[config.mk]
export PLATFORM = sky130hd
export DESIGN_NAME = des_key_schedule
export DESIGN_NICKNAME = d
export VERILOG_FILES = /design/src/rtl/des_key_schedule.sv
export SDC_FILE = /design/constraint.sdc
export NUM_CORES = 1
export LEC_CHECK = 0
export BUFFER_PORTS_ARGS = -buffer_cell sky130_fd_sc_hd__clkbuf_2
export CAP_MARGIN = 10
export CORE_MARGIN = 3
export CORE_UTILIZATION = 45
export CTS_CLUSTER_SIZE = 28
export DETAILED_ROUTE_END_ITERATION = 6
export PLACE_DENSITY = 0.67
export SLEW_MARGIN = 20
export SYNTH_ARGS = -nofsm -noshare
export SYNTH_HDL_FRONTEND = slang
export SYNTH_SLANG_ARGS = --single-unit
export TNS_END_PERCENT = 5
[constraint.sdc]
create_clock -name i_clk -period 3.79 [get_ports i_clk]
set_input_delay 0.379 -clock i_clk [delete_from_list [all_inputs] [get_ports i_clk]]
set_output_delay 0.379 -clock i_clk [all_outputs]
set_load 0.05 [all_outputs]
[src/rtl/des_key_schedule.sv]
`default_nettype none
// ============================================================================
// Module   : des_key_schedule
// Brief    : Sequential DES round-key generator. It holds one C/D pair and
//            emits K1..K16 (or K16..K1) over a valid/ready handshake.
// Revision : 1.0 - initial release
// ============================================================================
module des_key_schedule #(
    parameter int CHECK_PARITY = 1
) (
    input  logic        i_clk,
    input  logic        i_rst,
    input  logic        i_start,
    input  logic [63:0] i_key,
    input  logic        i_decrypt,
    output logic        o_busy,
    output logic [47:0] o_key,
    output logic        o_valid,
    input  logic        i_ready,
    output logic [3:0]  o_round,
    output logic        o_last,
    output logic        o_parity_err
);

    // Tables hold FIPS 1-based bit numbers, first entry in the top field.
    localparam logic [335:0] PC1_TBL = {
        6'd57, 6'd49, 6'd41, 6'd33, 6'd25, 6'd17, 6'd9,
        6'd1,  6'd58, 6'd50, 6'd42, 6'd34, 6'd26, 6'd18,
        6'd10, 6'd2,  6'd59, 6'd51, 6'd43, 6'd35, 6'd27,
        6'd19, 6'd11, 6'd3,  6'd60, 6'd52, 6'd44, 6'd36,
        6'd63, 6'd55, 6'd47, 6'd39, 6'd31, 6'd23, 6'd15,
        6'd7,  6'd62, 6'd54, 6'd46, 6'd38, 6'd30, 6'd22,
        6'd14, 6'd6,  6'd61, 6'd53, 6'd45, 6'd37, 6'd29,
        6'd21, 6'd13, 6'd5,  6'd28, 6'd20, 6'd12, 6'd4
    };

    localparam logic [287:0] PC2_TBL = {
        6'd14, 6'd17, 6'd11, 6'd24, 6'd1,  6'd5,
        6'd3,  6'd28, 6'd15, 6'd6,  6'd21, 6'd10,
        6'd23, 6'd19, 6'd12, 6'd4,  6'd26, 6'd8,
        6'd16, 6'd7,  6'd27, 6'd20, 6'd13, 6'd2,
        6'd41, 6'd52, 6'd31, 6'd37, 6'd47, 6'd55,
        6'd30, 6'd40, 6'd51, 6'd45, 6'd33, 6'd48,
        6'd44, 6'd49, 6'd39, 6'd56, 6'd34, 6'd53,
        6'd46, 6'd42, 6'd50, 6'd36, 6'd29, 6'd32
    };

    typedef enum logic [0:0] {
        S_IDLE = 1'b0,
        S_RUN  = 1'b1
    } state_t;

    function automatic logic [55:0] pc1(input logic [63:0] key);
        logic [335:0] tbl;
        logic [55:0]  res;
        tbl = PC1_TBL;
        res = '0;
        for (int j = 0; j < 56; j++) begin
            res = {res[54:0], key[6'(7'd64 - {1'b0, tbl[335:330]})]};
            tbl = tbl << 6;
        end
        return res;
    endfunction

    function automatic logic [47:0] pc2(input logic [55:0] cd);
        logic [287:0] tbl;
        logic [47:0]  res;
        tbl = PC2_TBL;
        res = '0;
        for (int j = 0; j < 48; j++) begin
            res = {res[46:0], cd[6'(6'd56 - tbl[287:282])]};
            tbl = tbl << 6;
        end
        return res;
    endfunction

    function automatic logic [27:0] rotl(input logic [27:0] x, input logic two);
        return two ? {x[25:0], x[27:26]} : {x[26:0], x[27]};
    endfunction

    function automatic logic [27:0] rotr(input logic [27:0] x, input logic two);
        return two ? {x[1:0], x[27:2]} : {x[0], x[27:1]};
    endfunction

    state_t      r_state;
    state_t      w_state_next;
    logic [27:0] r_c;
    logic [27:0] r_d;
    logic [3:0]  r_cnt;
    logic        r_mode;
    logic        r_perr;

    logic        w_load;
    logic        w_hs;
    logic        w_step;
    logic [55:0] w_cd0;
    logic [4:0]  w_sched_idx;
    logic        w_two;
    logic [27:0] w_c_step;
    logic [27:0] w_d_step;
    logic [63:0] w_par_tmp;
    logic        w_perr;

    always_ff @(posedge i_clk or posedge i_rst) begin
        if (i_rst) begin
            r_state <= S_IDLE;
        end else begin
            r_state <= w_state_next;
        end
    end

    always_comb begin
        w_state_next = r_state;
        w_load       = 1'b0;
        w_hs         = 1'b0;
        case (r_state)
            S_IDLE: begin
                if (i_start) begin
                    w_load       = 1'b1;
                    w_state_next = S_RUN;
                end
            end
            S_RUN: begin
                if (i_ready) begin
                    w_hs = 1'b1;
                    if (r_cnt == 4'd15) begin
                        w_state_next = S_IDLE;
                    end
                end
            end
            default: w_state_next = S_IDLE;
        endcase
    end

    assign w_step = w_hs && (r_cnt != 4'd15);
    assign w_cd0  = pc1(i_key);

    // Shift-schedule entries 1, 2, 9 and 16 rotate by one; all others by two.
    always_comb begin
        w_sched_idx = r_mode ? (5'd16 - {1'b0, r_cnt}) : ({1'b0, r_cnt} + 5'd2);
        w_two       = !((w_sched_idx == 5'd1) || (w_sched_idx == 5'd2) ||
                        (w_sched_idx == 5'd9) || (w_sched_idx == 5'd16));
        w_c_step    = r_mode ? rotr(r_c, w_two) : rotl(r_c, w_two);
        w_d_step    = r_mode ? rotr(r_d, w_two) : rotl(r_d, w_two);
    end

    always_comb begin
        w_par_tmp = i_key;
        w_perr    = 1'b0;
        for (int b = 0; b < 8; b++) begin
            w_perr    = w_perr | ~(^w_par_tmp[7:0]);
            w_par_tmp = w_par_tmp >> 8;
        end
        if (CHECK_PARITY == 0) begin
            w_perr = 1'b0;
        end
    end

    always_ff @(posedge i_clk or posedge i_rst) begin
        if (i_rst) begin
            r_c    <= '0;
            r_d    <= '0;
            r_cnt  <= '0;
            r_mode <= 1'b0;
            r_perr <= 1'b0;
        end else if (w_load) begin
            // Encrypt folds the first left rotation into the load so K1 appears next cycle.
            r_c    <= i_decrypt ? w_cd0[55:28] : rotl(w_cd0[55:28], 1'b0);
            r_d    <= i_decrypt ? w_cd0[27:0]  : rotl(w_cd0[27:0], 1'b0);
            r_mode <= i_decrypt;
            r_cnt  <= '0;
            r_perr <= w_perr;
        end else if (w_step) begin
            r_c   <= w_c_step;
            r_d   <= w_d_step;
            r_cnt <= r_cnt + 4'd1;
        end
    end

    assign o_busy       = (r_state == S_RUN);
    assign o_valid      = (r_state == S_RUN);
    assign o_key        = pc2({r_c, r_d});
    assign o_round      = r_mode ? (4'd15 - r_cnt) : r_cnt;
    assign o_last       = o_valid && (r_cnt == 4'd15);
    assign o_parity_err = r_perr;

endmodule
`default_nettype wire

==> summary.json, run 1 <==
{
  "run_status": {"value": "finished, final reports clean"},
  "port_buffers": {"value": 124},
  "place_worst_setup_slack": {"value": 0.441, "unit": "ns"},
  "min-delay-path-class": {"value": "in -> async"},
  "crit_arrival": {"value": 3.63, "unit": "ns"},
  "grt_resource_usage_total": {"value": 24.1, "unit": "%"},
  "final_max_slew_viol_count": {"value": 0},
  "height_of_the_chip": {"value": 125, "unit": "um"},
  "synth_async_sr_flop_share": {"value": 100, "unit": "%"},
  "detail_route.first_pass.iterations": {"value": 5},
  "synth_top_area_share": {"value": 24.9, "unit": "%"},
  "synth_top_cells_by_count": {"value": "141 x sky130_fd_sc_hd__mux2i_1, 114 x sky130_fd_sc_hd__nand2_1, 63 x sky130_fd_sc_hd__dfrtp_1"},
  "finalSetupViolCount": {"value": 0},
  "cts_made_buffers": {"value": 9},
  "timing.critical_path.fanout_max": {"value": 25},
  "timing.slew.headroom": {"value": 42.0, "unit": "%"},
  "final_layout_size_suffix_gt1_share": {"value": 21.9, "unit": "%"},
  "postSynthNetCount": {"value": 788},
  "design.final.nets": {"value": 829},
  "cp_data_required_time": {"value": 4.01, "unit": "ns"},
  "tightestPinTransition": {"value": 0.869, "unit": "ns"},
  "deepest_level_of_the_cts_h_tree": {"value": 3},
  "clock_path_buffers": {"value": 2},
  "layout_min_cycle_time": {"value": 3.41, "unit": "ns"},
  "setup.worst_path.start_class": {"value": "flip-flop"},
  "utilization": {"value": 51.7, "unit": "%"},
  "initial_core_utilization": {"value": 46.9, "unit": "%"},
  "timing_worst_setup_path_type": {"value": "reg -> reg"},
  "synth_most_common_cell": {"value": "sky130_fd_sc_hd__mux2i_1"},
  "fin_skew": {"value": 0.00945, "unit": "ns"},
  "syn-instance-count": {"value": 715},
  "postRouteWirelength": {"value": 19100, "unit": "um"},
  "detailedRoute.firstIterationViolations": {"value": 592},
  "place.detailed.hpwl": {"value": 13500, "unit": "um"},
  "post_cts_buffers": {"value": 0},
  "core_area": {"value": 0.0135, "unit": "mm2"},
  "yosys-top-cells-area": {"value": "sky130_fd_sc_hd__dfrtp_1 25%, sky130_fd_sc_hd__mux2i_1 22%, sky130_fd_sc_hd__o32a_1 8.9%"},
  "synth_top_cell_by_area": {"value": "sky130_fd_sc_hd__dfrtp_1"},
  "grt_antenna_before_repair": {"value": 0},
  "synthesis.yosys.warnings": {"value": 0},
  "ctsHoldBuffers": {"value": 0},
  "setup_ws_post_layout": {"value": 0.380, "unit": "ns"},
  "ant_nets": {"value": 0},
  "setup-tns-final": {"value": 0, "unit": "ns"},
  "yosys_register_bits": {"value": 63},
  "fmaxAchievable": {"value": 0.293, "unit": "GHz"},
  "first_global_vias": {"value": 5685},
  "timing.final.hold_violations": {"value": 0},
  "vias": {"value": 5918},
  "rr_worst_depth": {"value": 9},
  "seq_area_frac_synth": {"value": 24.9, "unit": "%"},
  "cts_tree": {"value": "yes"},
  "clockRootBuffer": {"value": "sky130_fd_sc_hd__clkbuf_16"},
  "die_area": {"value": 0.0155, "unit": "mm2"},
  "synth_top_flop_cell": {"value": "sky130_fd_sc_hd__dfrtp_1"},
  "synth.cell_area": {"value": 0.00633, "unit": "mm2"},
  "tritoncts_num_sinks": {"value": 63},
  "place_congestion": {"value": 0.891},
  "clkLatencyLatePin": {"value": 0.34, "unit": "ns"},
  "synth-edff-count": {"value": 0},
  "period_share": {"value": 90.0, "unit": "%"},
  "wl_per_cell": {"value": 20.4, "unit": "um"},
  "grt_pass1_wl": {"value": 30500, "unit": "um"},
  "post_cts_resized": {"value": 0},
  "remaining_drcs": {"value": 0},
  "viasPerCell": {"value": 6.32},
  "maximum_number_of_pins_on_one_net_before_global_route_repair": {"value": 60},
  "ys_types": {"value": 41},
  "synthesis_to_finish_area_growth": {"value": 10.3, "unit": "%"},
  "clk_pin_slew_worst_paths": {"value": 0.05, "unit": "ns"},
  "nFillCells": {"value": 1217},
  "timing.critical_path.to_type": {"value": "flip-flop"},
  "gr-total-overflow": {"value": 0},
  "std_cell_rows": {"value": 42},
  "avgSynthCellArea": {"value": 8.85, "unit": "um2"},
  "drv.max_cap_violation_count": {"value": 0},
  "ios": {"value": 125},
  "die_w": {"value": 125, "unit": "um"},
  "grt_setup_unrepaired": {"value": "false"},
  "antennaDiodeCount": {"value": 0}
}
[metrics by stage]
| step | cells | hold slack (ns) | area, um2 |
|---|---|---|---|
| 2_1_floorplan | 715 | 0.493 | 6330 |
| 3_3_place_gp | 921 | 0.508 | 6670 |
| 3_5_place_dp | 921 | 0.516 | 6670 |
| 4_1_cts | 937 | 0.159 | 6980 |
| 5_1_grt | 937 | 0.206 | 6980 |
| 6_report | 937 | 0.144 | 6980 |
[area by class of cell]
class / instances / area, um2 / area share (%)
tap: 176 / 220 / 3.15
clock buffer: 13 / 270 / 3.87
sequential: 63 / 1580 / 22.6
timing repair buffer: 140 / 778 / 11.1
multi-input combinational: 536 / 4070 / 58.4
clock inverter: 3 / 40.0 / 0.573
inverter: 6 / 22.5 / 0.323
[kinds of logic (layout without fill, tap and decap cells)]
group	after synthesis	count (layout)	share of synthesized area, %
and+or+nand+nor	167	167	12.6
AOI/OAI and AO/OA	157	157	18.9
muxes	144	144	22.9
buffers and inverters	116	162	11.0
xor gates and xnor gates	64	64	8.86
DFF	63	63	24.9
adders and majority gates	4	4	0.791
[path summary, 6_finish.rpt]
| path | from | end | slack [ns] |
|---|---|---|---|
| max | r_cnt[0] | r_c[11] | 0.38 |
| min | i_rst | r_cnt[2] | 0.14 |
| max reg2reg | r_cnt[0] | r_c[11] | 0.38 |
| min reg2reg | r_c[19] | r_c[19] | 0.54 |
| max in group asynchronous | i_rst | r_c[24] | 2.66 |
| min in group i_clk | i_ready | o_busy | 0.36 |
[cell usage in the layout (no fill, tap or decap), types with 5 or more instances in the layout]
master	n
sky130_fd_sc_hd__a21oi_1	8
sky130_fd_sc_hd__and4_1	17
sky130_fd_sc_hd__buf_4	13
sky130_fd_sc_hd__clkbuf_16	9
sky130_fd_sc_hd__clkbuf_2	123
sky130_fd_sc_hd__dfrtp_1	63
sky130_fd_sc_hd__inv_1	5
sky130_fd_sc_hd__mux2i_1	141
sky130_fd_sc_hd__nand2_1	114
sky130_fd_sc_hd__nand4_1	7
sky130_fd_sc_hd__nor2_1	8
sky130_fd_sc_hd__o21a_1	18
sky130_fd_sc_hd__o21ai_0	53
sky130_fd_sc_hd__o31a_1	7
sky130_fd_sc_hd__o32a_1	56
sky130_fd_sc_hd__xnor2_1	57
sky130_fd_sc_hd__xor2_1	7
[metal layers]
layer	track usage [%]	share of wire, %	up-vias
met1	33.1	44	2925
met2	37.8	46	310
met3	4.12	8.0	34
met4	9.35	2.2	0
met5	0	0	-
li1	-	-	2649
[state kept, by name (all words and copies together) (netlist names)]
name          count
o_busy            1
o_parity_err      1
r_c              28
r_cnt             4
r_d              28
r_mode            1
[worst max-delay path: stages (launching register included)]
cell                       delay (ns)
sky130_fd_sc_hd__dfrtp_1         0.51
sky130_fd_sc_hd__inv_1           0.17
sky130_fd_sc_hd__ha_1            0.34
sky130_fd_sc_hd__nand2b_1        0.18
sky130_fd_sc_hd__a211o_4         0.41
sky130_fd_sc_hd__mux2_4          0.40
sky130_fd_sc_hd__nand3_2         0.44
sky130_fd_sc_hd__buf_12          0.34
sky130_fd_sc_hd__mux2i_1         0.13
sky130_fd_sc_hd__o32a_1          0.35
Power of run 1 is not shown: default switching activity piles up to over one toggle a cycle in this logic, so the estimate is an artifact.
==> run 2: changes to the inputs <==
--- a/config.mk
+++ b/config.mk
@@ -7,10 +7,11 @@
 export LEC_CHECK = 0
 export BUFFER_PORTS_ARGS = -buffer_cell sky130_fd_sc_hd__clkbuf_2
 export CAP_MARGIN = 10
-export CORE_MARGIN = 3
+export CORE_MARGIN = 10
 export CORE_UTILIZATION = 45
 export CTS_CLUSTER_SIZE = 28
 export DETAILED_ROUTE_END_ITERATION = 6
+export GPL_ROUTABILITY_DRIVEN = 0
 export PLACE_DENSITY = 0.67
 export SLEW_MARGIN = 20
 export SYNTH_ARGS = -nofsm -noshare
==> summary.json, run 2 (synthesis gave the netlist of run 1 again) <==
{
  "postRouteWirelength": {"value": 19900, "unit": "um", "change": "was 19100 um"},
  "post_cts_resized": {"value": 0, "change": "unchanged"},
  "reg.largest.list": {"value": "r_c: 28 flops, r_d: 28 flops, r_cnt: 4 flops", "change": "unchanged"},
  "layout.cells.most_common": {"value": "sky130_fd_sc_hd__mux2i_1", "change": "unchanged"},
  "timing.critical_path.to_type": {"value": "flip-flop", "change": "unchanged"},
  "clkLatencyLatePin": {"value": 0.33, "unit": "ns", "change": "was 0.34 ns"},
  "clock_path_buffers": {"value": 2, "change": "unchanged"},
  "core_area": {"value": 0.0138, "unit": "mm2", "change": "was 0.0135 mm2"},
  "synthesis_to_finish_area_growth": {"value": 10.1, "unit": "%", "change": "was 10.3%"},
  "die_w": {"value": 139, "unit": "um", "change": "was 125 um"},
  "timing.slew.headroom": {"value": 37.7, "unit": "%", "change": "was 42.0%"},
  "remaining_drcs": {"value": 0, "change": "unchanged"},
  "ant_nets": {"value": 0, "change": "unchanged"},
  "cp_data_required_time": {"value": 3.99, "unit": "ns", "change": "was 4.01 ns"},
  "gr-total-overflow": {"value": 0, "change": "unchanged"},
  "setup.worst_path.start_class": {"value": "flip-flop", "change": "unchanged"},
  "worstReg2RegStart": {"value": "r_cnt[0]", "change": "unchanged"},
  "timing.critical_path.from": {"value": "r_cnt[0]", "change": "unchanged"},
  "setup-tns-final": {"value": 0, "unit": "ns", "change": "unchanged"},
  "period_share": {"value": 88.7, "unit": "%", "change": "was 90.0%"},
  "timing.critical_path.fanout_max": {"value": 25, "change": "unchanged"},
  "ctsHoldBuffers": {"value": 0, "change": "unchanged"},
  "grt_setup_unrepaired": {"value": "false", "change": "unchanged"},
  "detail_route.first_pass.iterations": {"value": 5, "change": "unchanged"},
  "cts_tree": {"value": "yes", "change": "unchanged"},
  "detailedRoute.firstIterationViolations": {"value": 584, "change": "was 592"},
  "run_status": {"value": "finished, final reports clean", "change": "unchanged"},
  "final_layout_size_suffix_gt1_share": {"value": 21.8, "unit": "%", "change": "was 21.9%"},
  "std_cell_rows": {"value": 43, "change": "was 42"},
  "setup_ws_post_layout": {"value": 0.428, "unit": "ns", "change": "was 0.380 ns"},
  "clockRootBuffer": {"value": "sky130_fd_sc_hd__clkbuf_16", "change": "unchanged"},
  "ios": {"value": 125, "change": "unchanged"},
  "layout_min_cycle_time": {"value": 3.36, "unit": "ns", "change": "was 3.41 ns"},
  "layout.cells.most_common_list": {"value": "141 x sky130_fd_sc_hd__mux2i_1, 123 x sky130_fd_sc_hd__clkbuf_2, 114 x sky130_fd_sc_hd__nand2_1, 63 x sky130_fd_sc_hd__dfrtp_1, 57 x sky130_fd_sc_hd__xnor2_1", "change": "unchanged"},
  "port_buffers": {"value": 124, "change": "unchanged"},
  "clk_pin_slew_worst_paths": {"value": 0.05, "unit": "ns", "change": "about the same"},
  "die_area": {"value": 0.0192, "unit": "mm2", "change": "was 0.0155 mm2"},
  "design.final.nets": {"value": 831, "change": "was 829"},
  "cts_made_buffers": {"value": 9, "change": "unchanged"},
  "timing_worst_setup_path_type": {"value": "reg -> reg", "change": "unchanged"},
  "tightestPinTransition": {"value": 0.932, "unit": "ns", "change": "was 0.869 ns"},
  "final_max_slew_viol_count": {"value": 0, "change": "unchanged"},
  "min-delay-path-class": {"value": "in -> async", "change": "unchanged"},
  "grt_antenna_before_repair": {"value": 0, "change": "unchanged"},
  "post_cts_buffers": {"value": 0, "change": "unchanged"},
  "grt_resource_usage_total": {"value": 19.7, "unit": "%", "change": "was 24.1%"},
  "initial_core_utilization": {"value": 45.8, "unit": "%", "change": "was 46.9%"},
  "height_of_the_chip": {"value": 139, "unit": "um", "change": "was 125 um"},
  "drv.max_cap_violation_count": {"value": 0, "change": "unchanged"},
  "fin_skew": {"value": 0.00485, "unit": "ns", "change": "was 0.00945 ns"},
  "timing.final.hold_violations": {"value": 0, "change": "unchanged"},
  "finalSetupViolCount": {"value": 0, "change": "unchanged"},
  "place.detailed.hpwl": {"value": 14400, "unit": "um", "change": "was 13500 um"},
  "tritoncts_num_sinks": {"value": 63, "change": "unchanged"},
  "maximum_number_of_pins_on_one_net_before_global_route_repair": {"value": 60, "change": "unchanged"},
  "fmaxAchievable": {"value": 0.297, "unit": "GHz", "change": "was 0.293 GHz"},
  "first_global_vias": {"value": 5828, "change": "was 5685"},
  "viasPerCell": {"value": 6.13, "change": "was 6.32"},
  "wl_per_cell": {"value": 21.1, "unit": "um", "change": "was 20.4 um"},
  "antennaDiodeCount": {"value": 0, "change": "unchanged"},
  "deepest_level_of_the_cts_h_tree": {"value": 3, "change": "unchanged"},
  "crit_arrival": {"value": 3.57, "unit": "ns", "change": "was 3.63 ns"},
  "grt_pass1_wl": {"value": 31900, "unit": "um", "change": "was 30500 um"},
  "vias": {"value": 5777, "change": "was 5918"},
  "place_worst_setup_slack": {"value": 0.554, "unit": "ns", "change": "was 0.441 ns"}
}
-- run 2: cell count changes in the layout (fill, tap and decap cells not counted), sizes merged --
cell / before / now
bufinv: 1 / 0
clkbuf: 136 / 138
clkinv: 2 / 0
buf: 17 / 19
-- run 2: per-stage QoR --
step	utilization (%)	area (um2)	std cells	hold WS [ns]
after CTS	50.4	6970	942	0.206
after global routing	50.4	6970	942	0.256
after global placement	48.4	6690	927	0.512
final	50.4	6970	942	0.192
after detailed placement	48.4	6690	927	0.522
after floorplan	-	6330	715	0.493
-- run 2: critical path, stage by stage, from the launching register on --
cell                       delay [ns]
sky130_fd_sc_hd__dfrtp_1         0.52
sky130_fd_sc_hd__inv_1           0.18
sky130_fd_sc_hd__ha_1            0.34
sky130_fd_sc_hd__nand2b_1        0.18
sky130_fd_sc_hd__a211o_4         0.41
sky130_fd_sc_hd__mux2_4          0.39
sky130_fd_sc_hd__nand3_2         0.38
sky130_fd_sc_hd__buf_12          0.31
sky130_fd_sc_hd__mux2i_1         0.15
sky130_fd_sc_hd__o32a_1          0.35
-- run 2: layout make-up --
| type | instances | area (um2) |
|---|---|---|
| Clock buffer | 15 | 278 |
| Fill cell | 1338 | 6860 |
| Inverter | 6 | 22.5 |
| Multi-Input combinational cell | 536 | 4070 |
| Sequential cell | 63 | 1580 |
| Tap cell | 180 | 225 |
| Timing Repair Buffer | 142 | 793 |
-- run 2: worst paths after layout --
kind	endpoint	slack (ns)	cells after the start
setup / recovery	r_d[9]	0.43	9
hold reg to reg	r_c[6]	0.54	1
max in group asynchronous	r_c[21]	2.66	3
setup reg to reg	r_d[9]	0.43	9
min in group i_clk	o_busy	0.36	4
hold / removal	r_d[16]	0.19	2
-- run 2: layer usage --
| layer | track usage [%] | up-vias | share of wire [%] |
|---|---|---|---|
| met2 | 32.4 | 255 | 48 |
| met4 | 6.05 | 0 | 1.7 |
| met3 | 3.73 | 29 | 6.4 |
| li1 | - | 2664 | - |
| met1 | 25.5 | 2829 | 44 |
| met5 | 0 | - | 0 |
Power of run 2 is left out for the same reason.
